<file path="src/rtl/fbosc_monitor.sv">
// Phase-lock monitor for the two-flop clk/2 feedback oscillator: qualifies y1/y2, locks, divides, latches faults.
// Optional macro FBOSC_MON_ERRCNT_EN adds the 8-bit saturating violation counter; otherwise err_cnt reads 0.
module fbosc_monitor #(
    parameter int LOCK_CNT = 4,
    parameter int DIV_W    = 8
) (
    input  logic             clk,
    input  logic             rst_n,
    input  logic             y1,
    input  logic             y2,
    input  logic [DIV_W-1:0] div_ratio,
    input  logic             clr_fault,
    output logic             locked,
    output logic             fault,
    output logic             tick,
    output logic [7:0]       err_cnt
);

    localparam int LKW = (LOCK_CNT > 1) ? $clog2(LOCK_CNT) : 1;
    localparam logic [LKW-1:0] LK_LAST = LKW'(LOCK_CNT - 1);

    typedef enum logic [1:0] {ACQ, LOCKED, FAULT} state_t;

    state_t           state_reg, state_next;
    logic             s1_reg, s2_reg, p1_reg;
    logic [2:0]       warm_reg;
    logic [LKW-1:0]   lk_cnt_reg, lk_cnt_next;
    logic [DIV_W-1:0] dcnt_reg, dcnt_next;
    logic [DIV_W-1:0] div_lim;
    logic             tick_reg, tick_next;
    logic             hist_v, good, bad;

    // History is trusted only once both sample and history flops hold post-reset data.
    assign hist_v  = warm_reg[2];
    assign good    = hist_v & (s1_reg ^ s2_reg) & (s1_reg ^ p1_reg);
    assign bad     = hist_v & ~good;
    assign div_lim = (div_ratio == '0) ? DIV_W'(1) : div_ratio;

    always_comb begin
        state_next  = state_reg;
        lk_cnt_next = lk_cnt_reg;
        dcnt_next   = '0;
        tick_next   = 1'b0;
        case (state_reg)
            ACQ: begin
                if (good) begin
                    if (lk_cnt_reg == LK_LAST) begin
                        state_next  = LOCKED;
                        lk_cnt_next = '0;
                    end else begin
                        lk_cnt_next = lk_cnt_reg + 1'b1;
                    end
                end else if (bad) begin
                    lk_cnt_next = '0;
                end
            end
            LOCKED: begin
                lk_cnt_next = '0;
                if (bad) begin
                    state_next = FAULT;
                end else if (good) begin
                    // A shrunken ratio below dcnt lets the counter run to all-ones and wrap silently.
                    if (dcnt_reg == div_lim - 1'b1) begin
                        tick_next = 1'b1;
                    end else begin
                        dcnt_next = dcnt_reg + 1'b1;
                    end
                end else begin
                    dcnt_next = dcnt_reg;
                end
            end
            FAULT: begin
                lk_cnt_next = '0;
                if (clr_fault) begin
                    state_next = ACQ;
                end
            end
            default: begin
                state_next  = ACQ;
                lk_cnt_next = '0;
            end
        endcase
    end

    always_ff @(posedge clk) begin
        if (!rst_n) begin
            state_reg  <= ACQ;
            s1_reg     <= 1'b0;
            s2_reg     <= 1'b1;
            p1_reg     <= 1'b0;
            warm_reg   <= '0;
            lk_cnt_reg <= '0;
            dcnt_reg   <= '0;
            tick_reg   <= 1'b0;
        end else begin
            state_reg  <= state_next;
            s1_reg     <= y1;
            s2_reg     <= y2;
            p1_reg     <= s1_reg;
            warm_reg   <= {warm_reg[1:0], 1'b1};
            lk_cnt_reg <= lk_cnt_next;
            dcnt_reg   <= dcnt_next;
            tick_reg   <= tick_next;
        end
    end

    assign locked = (state_reg == LOCKED);
    assign fault  = (state_reg == FAULT);
    assign tick   = tick_reg;

`ifdef FBOSC_MON_ERRCNT_EN
    logic [7:0] err_cnt_reg;

    always_ff @(posedge clk) begin
        if (!rst_n) begin
            err_cnt_reg <= 8'd0;
        end else if ((state_reg == LOCKED) && bad && (err_cnt_reg != 8'hFF)) begin
            err_cnt_reg <= err_cnt_reg + 8'd1;
        end
    end

    assign err_cnt = err_cnt_reg;
`else
    assign err_cnt = 8'd0;
`endif

endmodule

</file>
<file path="config.mk">
export PLATFORM = sky130hd
export DESIGN_NAME = fbosc_monitor
export DESIGN_NICKNAME = d
export VERILOG_FILES = /design/src/rtl/fbosc_monitor.sv
export SDC_FILE = /design/constraint.sdc
export NUM_CORES = 1
export LEC_CHECK = 0
export ABC_CLOCK_PERIOD_IN_PS = 3590
export CELL_PAD_IN_SITES_DETAIL_PLACEMENT = 1
export CELL_PAD_IN_SITES_GLOBAL_PLACEMENT = 1
export CORE_AREA = 2 2 59 61
export CTS_CLUSTER_DIAMETER = 30
export CTS_CLUSTER_SIZE = 30
export DETAILED_ROUTE_END_ITERATION = 7
export DIE_AREA = 0 0 61 63
export PLACE_DENSITY = 0.77
export SLEW_MARGIN = 20
export SYNTH_ARGS = -nofsm -noshare
export SYNTH_HDL_FRONTEND = slang
export SYNTH_SLANG_ARGS = --single-unit
export TNS_END_PERCENT = 50
</file>
<file path="constraint.sdc">
create_clock -name clk -period 3.59 [get_ports clk]
set_input_delay 0.718 -clock clk [delete_from_list [all_inputs] [get_ports clk]]
set_output_delay 0.718 -clock clk [all_outputs]
set_load 0.01 [all_outputs]
</file>
==> summary.txt <==
=====================================================================================
Pre-CTS worst setup slack ..............................................   0.00487 ns
Slack of the worst reg-to-reg path .....................................      1.31 ns
Setup repair bufs after CTS ............................................            0
TritonCTS Buffers ......................................................            3
Hold depth .............................................................            1
Area Overhead vs Synth .................................................        20.8%
Post-synthesis average cell area .......................................   8.46 sq um
Final setup margin .....................................................     0.345 ns
Max-cap violations .....................................................            0
Global placement routability congestion ................................        0.876
Via count of the first global-routing pass .............................         1016
Total Wirelength .......................................................      2.49 mm
R2R Path End ........................................................... dcnt_reg[7]$_SDFFE_PP0P_
Number of nets in the final layout .....................................          169
Total via count in the routed design ...................................          957
Origin of the critical flop-to-flop path ............................... s1_reg$_SDFF_PN0_
Number of setup violations in the final report .........................            0
Max-slew violation count ...............................................            0
Core Util, Final .......................................................        41.4%
Global-route wire length before repair .................................      4.45 mm
Data arrival time of the worst path ....................................      3.45 ns
Worst slew margin relative to its limit ................................        61.8%
Final cycle utilization of the critical path ...........................        90.4%
Area of the mapped netlist .............................................   1110 sq um
Hold path endpoint ..................................................... warm_reg[2]$_SDFF_PN0_
Time the final worst path needs with I/O delays and setup ..............      3.24 ns
CP cell instances ...................................................... clkdlybuf4s50_1 -> or3_1 -> nor2_1 -> a21oi_1 -> ha_1 -> xnor2_1 -> a221oi_1 -> o311a_1 -> nand3_2 -> nor4_4 -> buf_4 -> and3b_1
R2R depth ..............................................................            7
Critical Setup Path Class ..............................................    in -> reg
Maximum root-to-sink buffer count ......................................            2
Largest register FFs ...................................................            8
PwrDens ................................................................  279 nW/um^2
Via density per instance ...............................................         4.83
Reported leakage power .................................................     0.524 nW
Unrepaired setup endpoints after global routing ........................        false
Startpoint of the lowest-slack hold path ............................... warm_reg[1]$_SDFF_PN0_
Overall power ..........................................................     0.373 mW
Result of the run ......................................................    completed
Maximum fanout count along the critical path ...........................            9
N_diodes ...............................................................            0
Overall die height .....................................................   63 microns
Effective utilization at floorplan .....................................        34.3%
Overflow left after global routing .....................................            0
Number of hold violations in the final report ..........................            0
Sequential share of the synthesized area ...............................        34.3%
DIE AREA ...............................................................   3840 sq um
Number of input and output port buffers inserted .......................           15
Global Route Usage Sum .................................................        15.1%
Drt pass-1 iters .......................................................            2
Quantity of gates resized following cts ................................            0
Area of the core .......................................................   3230 sq um
Drt drc ................................................................            0
Gate Count Post-Synth ..................................................          131
Post-synthesis register bit count ......................................           19
Clock tree from TritonCTS ..............................................          yes
Critical path endpoint category ........................................    flip-flop
Clock-pin slew of the registers on the worst-case setup and hold paths .      0.11 ns
Max rail drop VDD ......................................................     0.182 mV
Data required, critical path ...........................................      3.80 ns
Largest stage delay on the critical path ...............................      0.47 ns
Most frequent cells in the layout ...................................... sky130_fd_sc_hd__dfxtp_1, sky130_fd_sc_hd__nor2_1, sky130_fd_sc_hd__clkdlybuf4s50_1
Setup TNS ..............................................................         0 ns
Class of the worst hold path ...........................................   reg -> reg
Buffer type at the clock tree root ..................................... sky130_fd_sc_hd__clkbuf_4
Number of nets with antenna violations after detailed routing ..........            0
Number of antenna violations at the first check in global routing ......            0
Number of fill cells ...................................................          409
Pin count of the biggest net entering global routing ...................           13
Starting DRT DRC Count .................................................           37
Worst hold slack .......................................................     0.452 ns
H-tree depth reported by CTS ...........................................            1
Routed length per instance ............................................. 12.6 microns
Std-Cell Rows ..........................................................           21
DP HPWL ................................................................      2.07 mm
Overall die width ......................................................   61 microns
Insertion delay of the later-clocked pin in the worst-skew pair ........      0.30 ns
Peak Freq ..............................................................      308 MHz
CTS sink cnt ...........................................................           19
Number of distinct library cells after synthesis .......................           35
Top-level port count ...................................................           24
Slew at the pin closest to its max-slew limit ..........................     0.569 ns
Share of final-layout standard cells stronger than drive strength 1 ....        7.89%
Hold_buf cts ...........................................................            0
Type of origin of the critical path ....................................   input port
Cell type of the slowest stage on the worst timing path ................ sky130_fd_sc_hd__clkdlybuf4s50_1
Most common library cell in the layout ignoring fill and taps .......... sky130_fd_sc_hd__dfxtp_1
Worst Skew .............................................................   0.00749 ns
Synthesis warning total ................................................            0
=====================================================================================
[area by class of cell]
cell class / count / area [sq um] / share of cell area [%]
multi-input combinational: 106 / 674 / 50.4
timing repair buffer: 20 / 188 / 14.0
clock buffer: 3 / 22.5 / 1.68
inverter: 3 / 11.3 / 0.841
sequential: 19 / 380 / 28.4
clock inverter: 1 / 5.00 / 0.374
tap: 46 / 57.6 / 4.30
[worst max-delay path, delay by kind of cell]
family          cells  cell delay, ns
fa+ha+maj           1            0.32
xor+xnor            1            0.13
compound gates      3            0.55
buf+inv             2            0.66
simple gates        5            1.08
[through the flow]
stage               instance area [sq um]  std cells
CTS                                  1340        198
floorplan                            1130        138
finish                               1340        198
detailed placement                   1310        194
global route                         1340        198
global placement                     1310        194
[where the power goes]
part / internal, mW / switching, mW / total (mW)
Combinational: 0.0262 / 0.0238 / 0.0500
Clock: 0.0415 / 0.0658 / 0.107
Sequential: 0.214 / 0.00156 / 0.216
Total: 0.282 / 0.0912 / 0.373
[how the worst max path moves through the flow]
stage	from	endpoint	slack [ns]	depth (start not counted)
3_3_place_gp	div_ratio[4]	dcnt_reg[7]$_SDFFE_PP0P_	0.17	12
5_1_grt	div_ratio[4]	dcnt_reg[7]$_SDFFE_PP0P_	0.22	12
6_report	div_ratio[4]	dcnt_reg[7]$_SDFFE_PP0P_	0.35	12
4_1_cts	div_ratio[4]	dcnt_reg[7]$_SDFFE_PP0P_	0.33	12
2_1_floorplan	div_ratio[3]	dcnt_reg[7]$_SDFFE_PP0P_	0.60	10
3_5_place_dp	div_ratio[4]	dcnt_reg[7]$_SDFFE_PP0P_	0.005	12
[kinds of logic (layout without fill, tap and decap cells)]
logic type | count (synthesis) | after routing | share of synthesized area [%]
simple gates | 64 | 64 | 32.3
mux | 3 | 3 | 2.71
other cells | 1 | 8 | 0.338
buf+inv | 13 | 27 | 7.22
compound gates | 13 | 13 | 7.90
flops | 19 | 19 | 34.3
xor+xnor | 15 | 15 | 11.9
fa+ha+maj | 3 | 3 | 3.39
[layer usage]
layer / up-vias / part of all wire (%) / wire length, microns / track usage [%]
li1: 469 / - / - / -
met1: 465 / 40 / 994 / 16.7
met2: 19 / 55 / 1370 / 28.0
met3: 4 / 3.5 / 87 / 2.07
met4: 0 / 1.3 / 33 / 5.43
met5: - / 0 / 0 / 0
[Yosys cell counts, drive strengths merged]
cell     n  share of area (%)
a21boi   1                1.0
a21oi    5                2.3
a221oi   1               0.79
a22oi    1               0.68
a31oi    1               0.56
and2     5                2.8
and3     2                1.1
and3b    1               0.79
buf     10                6.2
conb     1               0.34
dfxtp   19                 34
ha       3                3.4
inv      3                1.0
mux2i    3                2.7
nand2    9                3.0
nand2b   3                1.7
nand3    5                2.7
nand3b   1               0.68
nand4    3                1.7
nor2    16                5.4
nor2b   10                5.6
nor3     3                1.4
nor3b    1               0.68
nor4     1                1.9
nor4b    1               0.79
o21ai    2               0.90
o22a     1               0.79
o311a    1               0.90
or3      2                1.1
or3b     1               0.79
xnor2   13                 10
xor2     2                1.6
(Power assumes the default switching activity.)
